--- src/rtl/mcu_data_mem.sv ---
// Parametrised single-port data memory with phase-gated access,
// read-modify-write bit ops and a hardware clear sequencer.
module mcu_data_mem #(
    parameter int                DATA_W   = 8,
    parameter int                ADDR_W   = 4,
    parameter int                SIZE_CNT = 3,
    parameter int                CNT_CLK  = 2,
    parameter logic [DATA_W-1:0] CLR_VAL  = '0
) (
    input  logic              clk,
    input  logic              rst,
    input  logic [SIZE_CNT:0] cnt_clk,
    input  logic              Clr,
    input  logic              WR,
    input  logic [1:0]        Op,
    input  logic [ADDR_W-1:0] Addr,
    input  logic [DATA_W-1:0] Write_data,
    output logic [DATA_W-1:0] Dout,
    output logic              Rd_valid,
    output logic              Busy
);
    localparam int DEPTH = 2 ** ADDR_W;
    localparam int PTR_W = ADDR_W + 1;
    localparam logic [SIZE_CNT:0] ACC_PH = (SIZE_CNT + 1)'(CNT_CLK + 1);
    localparam logic [PTR_W-1:0] LAST = PTR_W'(DEPTH - 1);

    typedef enum logic {
        S_IDLE,
        S_CLEARING
    } state_t;

    state_t            state;
    state_t            state_nxt;
    logic [PTR_W-1:0]  ptr;
    logic [PTR_W-1:0]  ptr_nxt;
    logic              clr_we;
    logic              acc;
    logic              wr_en;
    logic              rd_en;
    logic [DATA_W-1:0] rmw;
    logic [DATA_W-1:0] mem [DEPTH];

    assign Busy  = (state == S_CLEARING);
    assign acc   = (cnt_clk == ACC_PH) && !Busy && !Clr;
    // rst can land while the sequencer is idle, so writes need their own gate
    assign wr_en = acc && WR && !rst;
    assign rd_en = acc && !WR;

    always_ff @(posedge clk) begin
        if (rst) begin
            state <= S_CLEARING;
            ptr   <= '0;
        end else begin
            state <= state_nxt;
            ptr   <= ptr_nxt;
        end
    end

    always_comb begin
        state_nxt = state;
        ptr_nxt   = ptr;
        clr_we    = 1'b0;
        unique case (state)
            S_IDLE: begin
                if (Clr) begin
                    state_nxt = S_CLEARING;
                    ptr_nxt   = '0;
                end
            end
            S_CLEARING: begin
                clr_we = !rst;
                if (Clr) begin
                    ptr_nxt = '0;
                end else if (ptr == LAST) begin
                    state_nxt = S_IDLE;
                    ptr_nxt   = '0;
                end else begin
                    ptr_nxt = ptr + 1'b1;
                end
            end
        endcase
    end

    always_comb begin
        rmw = Write_data;
        unique case (Op)
            2'b00: rmw = Write_data;
            2'b01: rmw = mem[Addr] | Write_data;
            2'b10: rmw = mem[Addr] & ~Write_data;
            2'b11: rmw = mem[Addr] ^ Write_data;
        endcase
    end

    always_ff @(posedge clk) begin
        if (clr_we) begin
            mem[ptr[ADDR_W-1:0]] <= CLR_VAL;
        end else if (wr_en) begin
            mem[Addr] <= rmw;
        end
    end

    always_ff @(posedge clk) begin
        if (rst) begin
            Dout     <= '0;
            Rd_valid <= 1'b0;
        end else begin
            Rd_valid <= rd_en;
            if (rd_en) begin
                Dout <= mem[Addr];
            end
        end
    end
endmodule

--- config.mk ---
export PLATFORM = sky130hd
export DESIGN_NAME = mcu_data_mem
export DESIGN_NICKNAME = d
export VERILOG_FILES = /design/src/rtl/mcu_data_mem.sv
export SDC_FILE = /design/constraint.sdc
export NUM_CORES = 1
export LEC_CHECK = 0
export ABC_AREA = 0
export CORE_MARGIN = 1.5
export CORE_UTILIZATION = 44
export CTS_CLUSTER_DIAMETER = 120
export CTS_CLUSTER_SIZE = 30
export DETAILED_ROUTE_END_ITERATION = 10
export PLACE_DENSITY_LB_ADDON = 0.12
export SLEW_MARGIN = 10
export SYNTH_ARGS = -nofsm -noshare
export SYNTH_HDL_FRONTEND = slang
export SYNTH_SLANG_ARGS = --single-unit
--- constraint.sdc ---
create_clock -name clk -period 4.1 [get_ports clk]
set_input_delay 0.41 -clock clk [delete_from_list [all_inputs] [get_ports clk]]
set_output_delay 0.41 -clock clk [all_outputs]
set_load 0.05 [all_outputs]
# Word level (Yosys, flattened, before mapping)
# Memory sizes are Yosys's and may differ from the RTL's.
# Index checks and enable logic that the tools add are counted.
[classes] add_sub_neg=1 n_eq_ne=6 muxes=18 bitwise_logic=5 reduce_logical=11
[ops] cell="$pmux W8 S4" n=1
[ops] cell="$mux W5" n=3
[ops] cell="$mux W1" n=10
[ops] cell="$pmux W5 S2" n=1
[ops] cell="$and A8 B8 Y8" n=1
[ops] cell="$mux W8" n=1
[ops] cell="$not A8 Y8" n=1
[ops] cell="$or A8 B8 Y8" n=1
[ops] cell="$reduce_or A8 Y1" n=1
[ops] cell="$xor A8 B8 Y8" n=1
[ops] cell="$add A5 B1 Y5 const B" n=1
[ops] cell="$eq A5 B4 Y1 const B" n=1
[ops] cell="$logic_and A1 B1 Y1" n=5
[ops] cell="$eq A2 B2 Y1 const B" n=2
[ops] cell="$eq A4 B2 Y1 const B" n=1
[ops] cell="$logic_not A1 Y1" n=4
[ops] cell="$mux W4" n=1
[ops] cell="$eq A2 B1 Y1 const B" n=1
[ops] cell="$logic_not A2 Y1" n=1
[ops] cell="$ne A2 B2 Y1 const B" n=1
[ops] cell="$pmux W1 S2" n=1
[ops] cell="$not A1 Y1" n=1
[totals] reg_bits=15 ram_bits=128 inputBits=22 out_inout_bits=10 word_cells=46 mem_count=1
[memory_table] memory="mem" depth=16 width=8 read_ports=1 rd_clocked_by_memory_dff=0 write_ports=1 line_no="41" source="logic [DATA_W-1:0] mem [DEPTH];"

# Longest topological paths before layout
[logic_depth] word_depth=10 ltp_mapped=11 ltp_nobuf=8

# Least setup slack after synthesis
# Ideal clock, no wire load.
[synth_path] path_type="input port to flip-flop" startpoint="input Addr[0]" endpoint="memory mem[0][7], data pin" setup_ns=0.340 arrival_time_ns=2.624 required_ns=3.760 slack_ns=1.136 stages=10 path_buffers=3 cell_sequence="buf_6 -> buf_12 -> buf_12 -> mux2i_1 -> a221o_1 -> o22ai_2 -> inv_1 -> ha_1 -> a21oi_1 -> a211oi_1"
[synth_between] elab_chain_len=4 elab_cells_between_ends=6 classes_between="mux (2); bitwise (3); memory (1)"
[synth_lines] item="start, declared" line_no="16" source="input logic [ADDR_W-1:0] Addr,"
[synth_lines] item="$mem_v2 Z16 W8 *"
[synth_lines] item="$xor A8 B8 Y8 (tied with other cells)" line_no="90" source="2'b11: rmw = mem[Addr] ^ Write_data;"
[synth_lines] item="$pmux W8 S4 *" line_no="86" source="unique case (Op)"
[synth_lines] item="$mux W8 (no line) *"
[synth_lines] item="end, declared" line_no="41"
# Every way passes the cells marked *; elsewhere a longest branch is shown, timed or not.

# Worst setup path in the final report
[layout_path] startpoint="input Addr[2]" endpoint="memory mem[14][2], data pin"
# Same word-level chain as after synthesis.

==> results.sh <==
export IMPL_status="complete, no violations"
export IMPL_synth_compound_area_share_pct=8.550
export IMPL_synth_top_family_by_area="multiplexers"
export IMPL_syn_nets=445
export IMPL_cts_buffers=17
export IMPL_r2r_setup_slack_ns=1.22
export IMPL_rsz0062_at_grt="no"
export IMPL_crit_chain="clkdlybuf4s50_1 -> nor2b_1 -> buf_4 -> a221o_1 -> o22ai_2 -> inv_1 -> ha_1 -> a21oi_1 -> a211oi_2"
export IMPL_synthDistinctLibCells=37
export IMPL_htreeDepth=4
export IMPL_vias_per_cell=5.501
export IMPL_arrival_ns=3.43
export IMPL_skew_ns=0.005795
export IMPL_synth_fa_ha_area_share_pct=3.372
export IMPL_critPathMaxFanout=16
export IMPL_hp_class="flop to flop"
export IMPL_dp_cells=621
export IMPL_grt_overflow_total=0
export IMPL_cap_violations=0
export IMPL_setup_tns_ns=0
export IMPL_synth_mux_area_share_pct=11.84
export IMPL_firstDrtPassIters=5
export IMPL_hold_buffers=0
export IMPL_cts_setup_buffers=0
export IMPL_synthCells=406
export IMPL_synthXorXnorAreaFrac_pct=0.1389
export IMPL_drc=0
export IMPL_synth_commonest_cells="edfxtp_1, nor2_1, mux2i_1"
export IMPL_fin_util_pct=53.42
export IMPL_regToRegStartpoint="mem[15][6]"
export IMPL_ir_drop_uv=339.6
export IMPL_yosys_area_share_simple_pct=7.042
export IMPL_cts_num_sinks=143
export IMPL_cp_start_kind="input pin"
export IMPL_ys_seq_area_share_pct=65.70
export IMPL_antenna_found_initial=0
export IMPL_p_total_w=0.003075
export IMPL_core_area_sq_mm=0.01393
export IMPL_grt_pass1_vias=3603
export IMPL_routabilityCongestion=0.7925
export IMPL_ys_flop_type="edfxtp_1"
export IMPL_finalHoldViolations=0
export IMPL_power_density_mw_per_mm2=413.1
export IMPL_grt_use_total_pct=20.79
export IMPL_endpoint="mem[14][2]"
export IMPL_cpPeakStageDelay_ns=0.96
export IMPL_cts_root_buf="clkbuf_16"
export IMPL_leakagePower_nw=2.876
export IMPL_critPathRequiredTime_ns=4.16
export IMPL_routed_wl_microns=14080
export IMPL_synth_area_per_cell_sq_um=15.54
export IMPL_areaGrowthSynthToFinish_pct=18.01
export IMPL_synth_most_common_cell="edfxtp_1"
export IMPL_synth_async_reset_ratio_pct=0
export IMPL_tritoncts="built"
export IMPL_synth_top_area_share_pct=60.94
export IMPL_boundaryPins=32
export IMPL_slowest_stage="a211oi_2"
export IMPL_die_w_microns=122.7
export IMPL_cp_end_kind="flop"
export IMPL_synth_edff_count=128
export IMPL_worst_pin_slew_ns=1.137
export IMPL_finalNonFillerCells=653
export IMPL_synth_seq_cells=143
export IMPL_r2r_end="mem[7][6]"
export IMPL_initial_core_util_pct=45.26
export IMPL_grt_max_degree=33
export IMPL_slew_headroom_pct=23.98
export IMPL_io_buffers=31
export IMPL_syn_area_sq_mm=0.006307
export IMPL_rows=43
export IMPL_num_antenna_cells=0
export IMPL_reg2reg_depth=7
export IMPL_fmaxAchievable_mhz=297.2
export IMPL_cts_resized=0
export IMPL_clk_pin_slew_ns=0.05
export IMPL_clockBufferDepth=2
export IMPL_dr_first_iter_drc_count=214
export IMPL_ys_warn_count=0
export IMPL_drive_gt1_share_pct=17.76
export IMPL_vias=3592
export IMPL_setup_viol=0
export IMPL_timing_worst_setup_path_type="input pin to flop"
export IMPL_grt_pass1_wl_microns=21850
export IMPL_clkLatencyLatePin_ns=0.42
export IMPL_wire_per_inst_microns=21.57
export IMPL_cp_startpoint="Addr[2]"
export IMPL_postRouteAntennaNets=0
export IMPL_min_period_over_period_pct=82.07
export IMPL_num_nets_final=499
export IMPL_die_y_microns=122.7
export IMPL_synth_top_area_cell="edfxtp_1"
export IMPL_die_area_sq_mm=0.01506
export IMPL_dpl_hpwl_microns=9701
export IMPL_fin_crit_ns=3.365
export IMPL_synthTopCellsByArea="edfxtp_1, mux2i_1, mux4_2"
export IMPL_nFillCells=1152
export IMPL_final_max_slew_violation_count=0
[worst min-delay path by stage]
stage | from | end | depth (start not counted)
4_1_cts | ptr[4] | ptr[4] | 2
6_report | ptr[4] | ptr[4] | 2
3_3_place_gp | ptr[4] | ptr[4] | 2
2_1_floorplan | ptr[4] | ptr[4] | 2
3_5_place_dp | ptr[4] | ptr[4] | 2
5_1_grt | ptr[4] | ptr[4] | 2
[cell families (layout without fill, tap and decap cells)]
group / after synthesis / in the layout
DFF: 143 / 143
and+or+nand+nor: 87 / 87
AOI/OAI and AO/OA: 64 / 64
muxes: 54 / 54
buffers and inverters: 40 / 107
adders and majority gates: 17 / 17
xor gates and xnor gates: 1 / 1
[through the flow]
stage | area, sq um | hold slack [ns] | worst slack, ns
finish | 7443 | 0.4401 | 0.7351
detailed placement | 6950 | 0.4273 | 0.2463
global route | 7443 | 0.4677 | 0.4257
CTS | 7443 | 0.4394 | 0.6821
global placement | 6950 | 0.4211 | 0.2675
floorplan | 6307 | 0.4102 | 1.136
[cell type report]
type | instances | area (sq um) | area share, %
Clock buffer | 23 | 447.9 | 6.018
Tap cell | 180 | 225.2 | 3.026
Multi-Input combinational cell | 223 | 1992 | 26.76
Sequential cell | 143 | 4144 | 55.67
Timing Repair Buffer | 56 | 518.0 | 6.959
Clock inverter | 9 | 45.04 | 0.6051
Inverter | 19 | 71.32 | 0.9581
[sequential cells by signal, summed over array words and instances, names as in the netlist]
name      count
ptr           5
mem         128
Busy          1
Dout          8
Rd_valid      1
[critical path, delay by kind of cell]
family          cells  cell delay [ns]
buf+inv             3             0.90
fa+ha+maj           1             0.11
simple gates        1             0.66
compound gates      4             1.32
[metal layers]
layer  routed length (microns)  vias up  global-route usage, %
met5                         0        -                      0
met4                       155        0                  6.468
met3                       581       11                  5.251
met2                      6722       68                  31.08
met1                      6624     1824                  29.96
li1                          -     1689                      -
[power breakdown]
group | internal [W] | switching [W] | total (W) | leakage, nW
Sequential | 0.00157 | 0.00000297 | 0.00158 | 1.54
Clock | 0.000759 | 0.000542 | 0.00130 | 0.235
Combinational | 0.0000863 | 0.000111 | 0.000197 | 1.10
Total | 0.00242 | 0.000656 | 0.00307 | 2.88
[placed cells by master, fill, tap and decap left out, types with 2 or more instances in the layout]
| cell type | netlist | routed |
|---|---|---|
| clkdlybuf4s50_1 | 0 | 30 |
| edfxtp_1 | 128 | 128 |
| nor4_1 | 2 | 2 |
| clkinv_2 | 0 | 3 |
| nor4b_1 | 2 | 2 |
| ha_1 | 17 | 17 |
| inv_1 | 18 | 18 |
| a211oi_1 | 16 | 8 |
| a22o_1 | 8 | 8 |
| nor2b_1 | 21 | 21 |
| or3b_1 | 2 | 2 |
| a221o_1 | 16 | 16 |
| nand3_1 | 3 | 3 |
| o22ai_2 | 8 | 8 |
| o21ai_1 | 2 | 2 |
| mux4_2 | 15 | 15 |
| buf_12 | 2 | 2 |
| mux2_2 | 2 | 2 |
| clkinvlp_4 | 0 | 2 |
| mux2i_1 | 36 | 36 |
| nor2_1 | 45 | 45 |
| a21oi_1 | 10 | 10 |
| clkinv_1 | 0 | 4 |
| a31oi_1 | 2 | 2 |
| dfxtp_1 | 15 | 15 |
| buf_4 | 1 | 23 |
| a211oi_2 | 0 | 8 |
| clkbuf_16 | 0 | 17 |
| nand2_1 | 7 | 7 |
| clkbuf_1 | 13 | 6 |
No activity file was read; power rests on OpenSTA's default activity.
==> variant, RTL diff (same settings) <==
Remove the register `Rd_valid`: a continuous assignment takes its place, so the output `Rd_valid` follows one clock earlier.
--- a/src/rtl/mcu_data_mem.sv
+++ b/src/rtl/mcu_data_mem.sv
@@ -104,5 +104,3 @@
             Dout     <= '0;
-            Rd_valid <= 1'b0;
         end else begin
-            Rd_valid <= rd_en;
             if (rd_en) begin
@@ -112,2 +110,4 @@
     end
+
+    assign Rd_valid = rd_en;
 endmodule
Check against the original RTL: no difference found for any inputs over 10 cycles, from zero or initial values and one cycle with rst high; that may be too few to reach the edited logic, so the function may still have changed.
==> variant against the unedited design <==
Clock power up 11%. Count of clock-buffer cells in the layout down 4. Worst hold slack better by 0.017 ns. Area after synthesis down 0.60%. Cell area up 1.1%. Wire length up 2.7%. Setup slack worse by 0.24 ns. Global-route usage up 0.31 points. Sequential cell count down 1. Total power up 4.2%. Via count up 0.56%. Fmax down 6.7%. Critical path type unchanged.
==> variant: results (changes against the unedited design) <==
stage	metric	value	unit	change
yosys	Seq/Total Area, Yosys	0.658		+0.000740
worst_setup_path	reg2reg end	mem[14][2]		
final_layout	multi-input gate area in the final layout	1980	sq um	-0.75%
sta	Hold Slack	0.457	ns	+0.0174 ns
placement	hpwl dp	10000	microns	+3.0%
sta	Slew headroom	0.244		+0.00438
worst_hold_path	Worst Hold Path Cells	1		-1
final_layout	non-filler instance count after layout	667		+2.1%
yosys	Syn Nets	448		+0.67%
yosys	Synth Register Bits	142		-0.70%
yosys	Netlist cell types	44		+19%
outcome	status	finished, final reports clean		
global_routing	first-pass GRT wire length	22100	microns	+1.4%
yosys	Avg Synthesized Cell Area	15.3	sq um	-1.3%
yosys	commonest cells in the netlist	edfxtp_1 (128), nor2_1 (48), mux2i_1 (24)		
yosys	mux share of post-synthesis cell area	0.125		+0.00610
global_routing	largest net degree at the start of global routing	26		-21%
global_routing	Total GRT Usage	0.211		+0.00305
placement	Inst Count DP	635		+2.3%
final_layout	multi-input logic cell count	227		+1.8%
detailed_routing	wire per inst	21.7	microns	+0.56%
final_layout	ratio of cells with drive above 1 in the final layout	0.232		+0.0544
global_routing	vias in the first global route	3585		-0.50%
final_layout	Clock-cell share	0.0740		+0.00775
yosys	Synth Flop Type	edfxtp_1		
yosys	xor and xnor area share after synthesis	0.00140		+0.00000831
final_layout	sequential share of cell area	0.548		-0.00877
worst_setup_path	Worst Setup SP	Addr[0]		
final_layout	Final #Nets	513		+2.8%
sta	final setup skew	0.00506	ns	-0.000736 ns
placement	Routability Congestion	0.838		+5.8%
cts	post_cts resized	0		unchanged
placement	dpl cell area	6970	sq um	+0.27%
detailed_routing	iteration-0 DRC count of the detailed router	247		+15%
yosys	Synth area leaders	edfxtp_1 (61%), mux4_2 (5.0%), dfxtp_1 (4.5%), mux2i_1 (3.8%), ha_1 (3.4%)		
detailed_routing	Detailed Routing Iterations Pass 1	4		-1
worst_setup_path	Crit path arrival time	3.65	ns	+0.22 ns
power	Int Power	2.53	mW	+4.7%
final_layout	Clock Buffer Count	19		-17%
power	Max VDD drop	0.000511	V	+51%
yosys	Post-Synth Adder-Cell Area	0.0339		+0.000202
worst_setup_path	R2R Setup Slk	1.19	ns	-0.03 ns
yosys	Mapped Area	6270	sq um	-0.60%
final_layout	FF/Latch Area	4120	sq um	-0.48%
power	LEAKAGE	2.93	nW	+1.9%
detailed_routing	Via density	5.42		-1.6%
worst_setup_path	CP Max Fanout	20		+4
final_layout	NonClk Buf Share	0.0755		+0.00589
placement	Post-Place Worst Slack	-0.0319	ns	-0.278 ns
variant: cell types whose count changed after synthesis, sizes merged, moves of 3 or more:
cell    delta
a221o     -11
o21ai      +7
clkbuf     -5
buf        +4
nor2b     -15
o22ai      +5
mux2i     -10
mux2      +14
nor2       +3
variant: worst max-delay path by stage:
stage                       to  slack (ns)
floorplan              Dout[0]        0.90
global placement    mem[14][2]        0.12
detailed placement  mem[14][2]       -0.03
CTS                 mem[14][2]        0.39
global route        mem[14][2]        0.23
finish              mem[14][2]        0.49
variant: worst max-delay path: stages:
cell	delay, ns
buf_2	0.53
buf_4	0.49
mux4_2	0.60
nor2_1	0.20
o22ai_2	0.17
inv_1	0.09
ha_1	0.12
a21oi_1	0.07
a211oi_2	0.94
variant: cells by family (layout without fill, tap and decap cells):
family                   Yosys count  after routing
XOR/XNOR                           1              1
AO/OA/AOI/OAI                     74             74
AND/OR/NAND/NOR                   79             79
buffers and inverters             40            118
adder cells (fa/ha/maj)           17             17
flip-flops                       142            142
multiplexers                      56             56
variant: metal layers:
metal | global-route usage | up-vias | wire [microns]
li1 | - | 1713 | -
met5 | 0 | - | 0
met2 | 0.326 | 63 | 6790
met3 | 0.0511 | 17 | 487
met4 | 0.0654 | 0 | 298
met1 | 0.296 | 1819 | 6890
variant: power groups by stage:
| stage | Sequential (mW) | Combinational (mW) | Clock [mW] |
|---|---|---|---|
| 6_report | 1.57 | 0.196 | 1.44 |
| 5_1_grt | 1.57 | 0.215 | 1.53 |
| 4_1_cts | 1.57 | 0.197 | 1.46 |
| 3_3_place_gp | 1.60 | 0.193 | 0 |
| 2_1_floorplan | 1.60 | 0.122 | 0 |
| 3_5_place_dp | 1.60 | 0.196 | 0 |
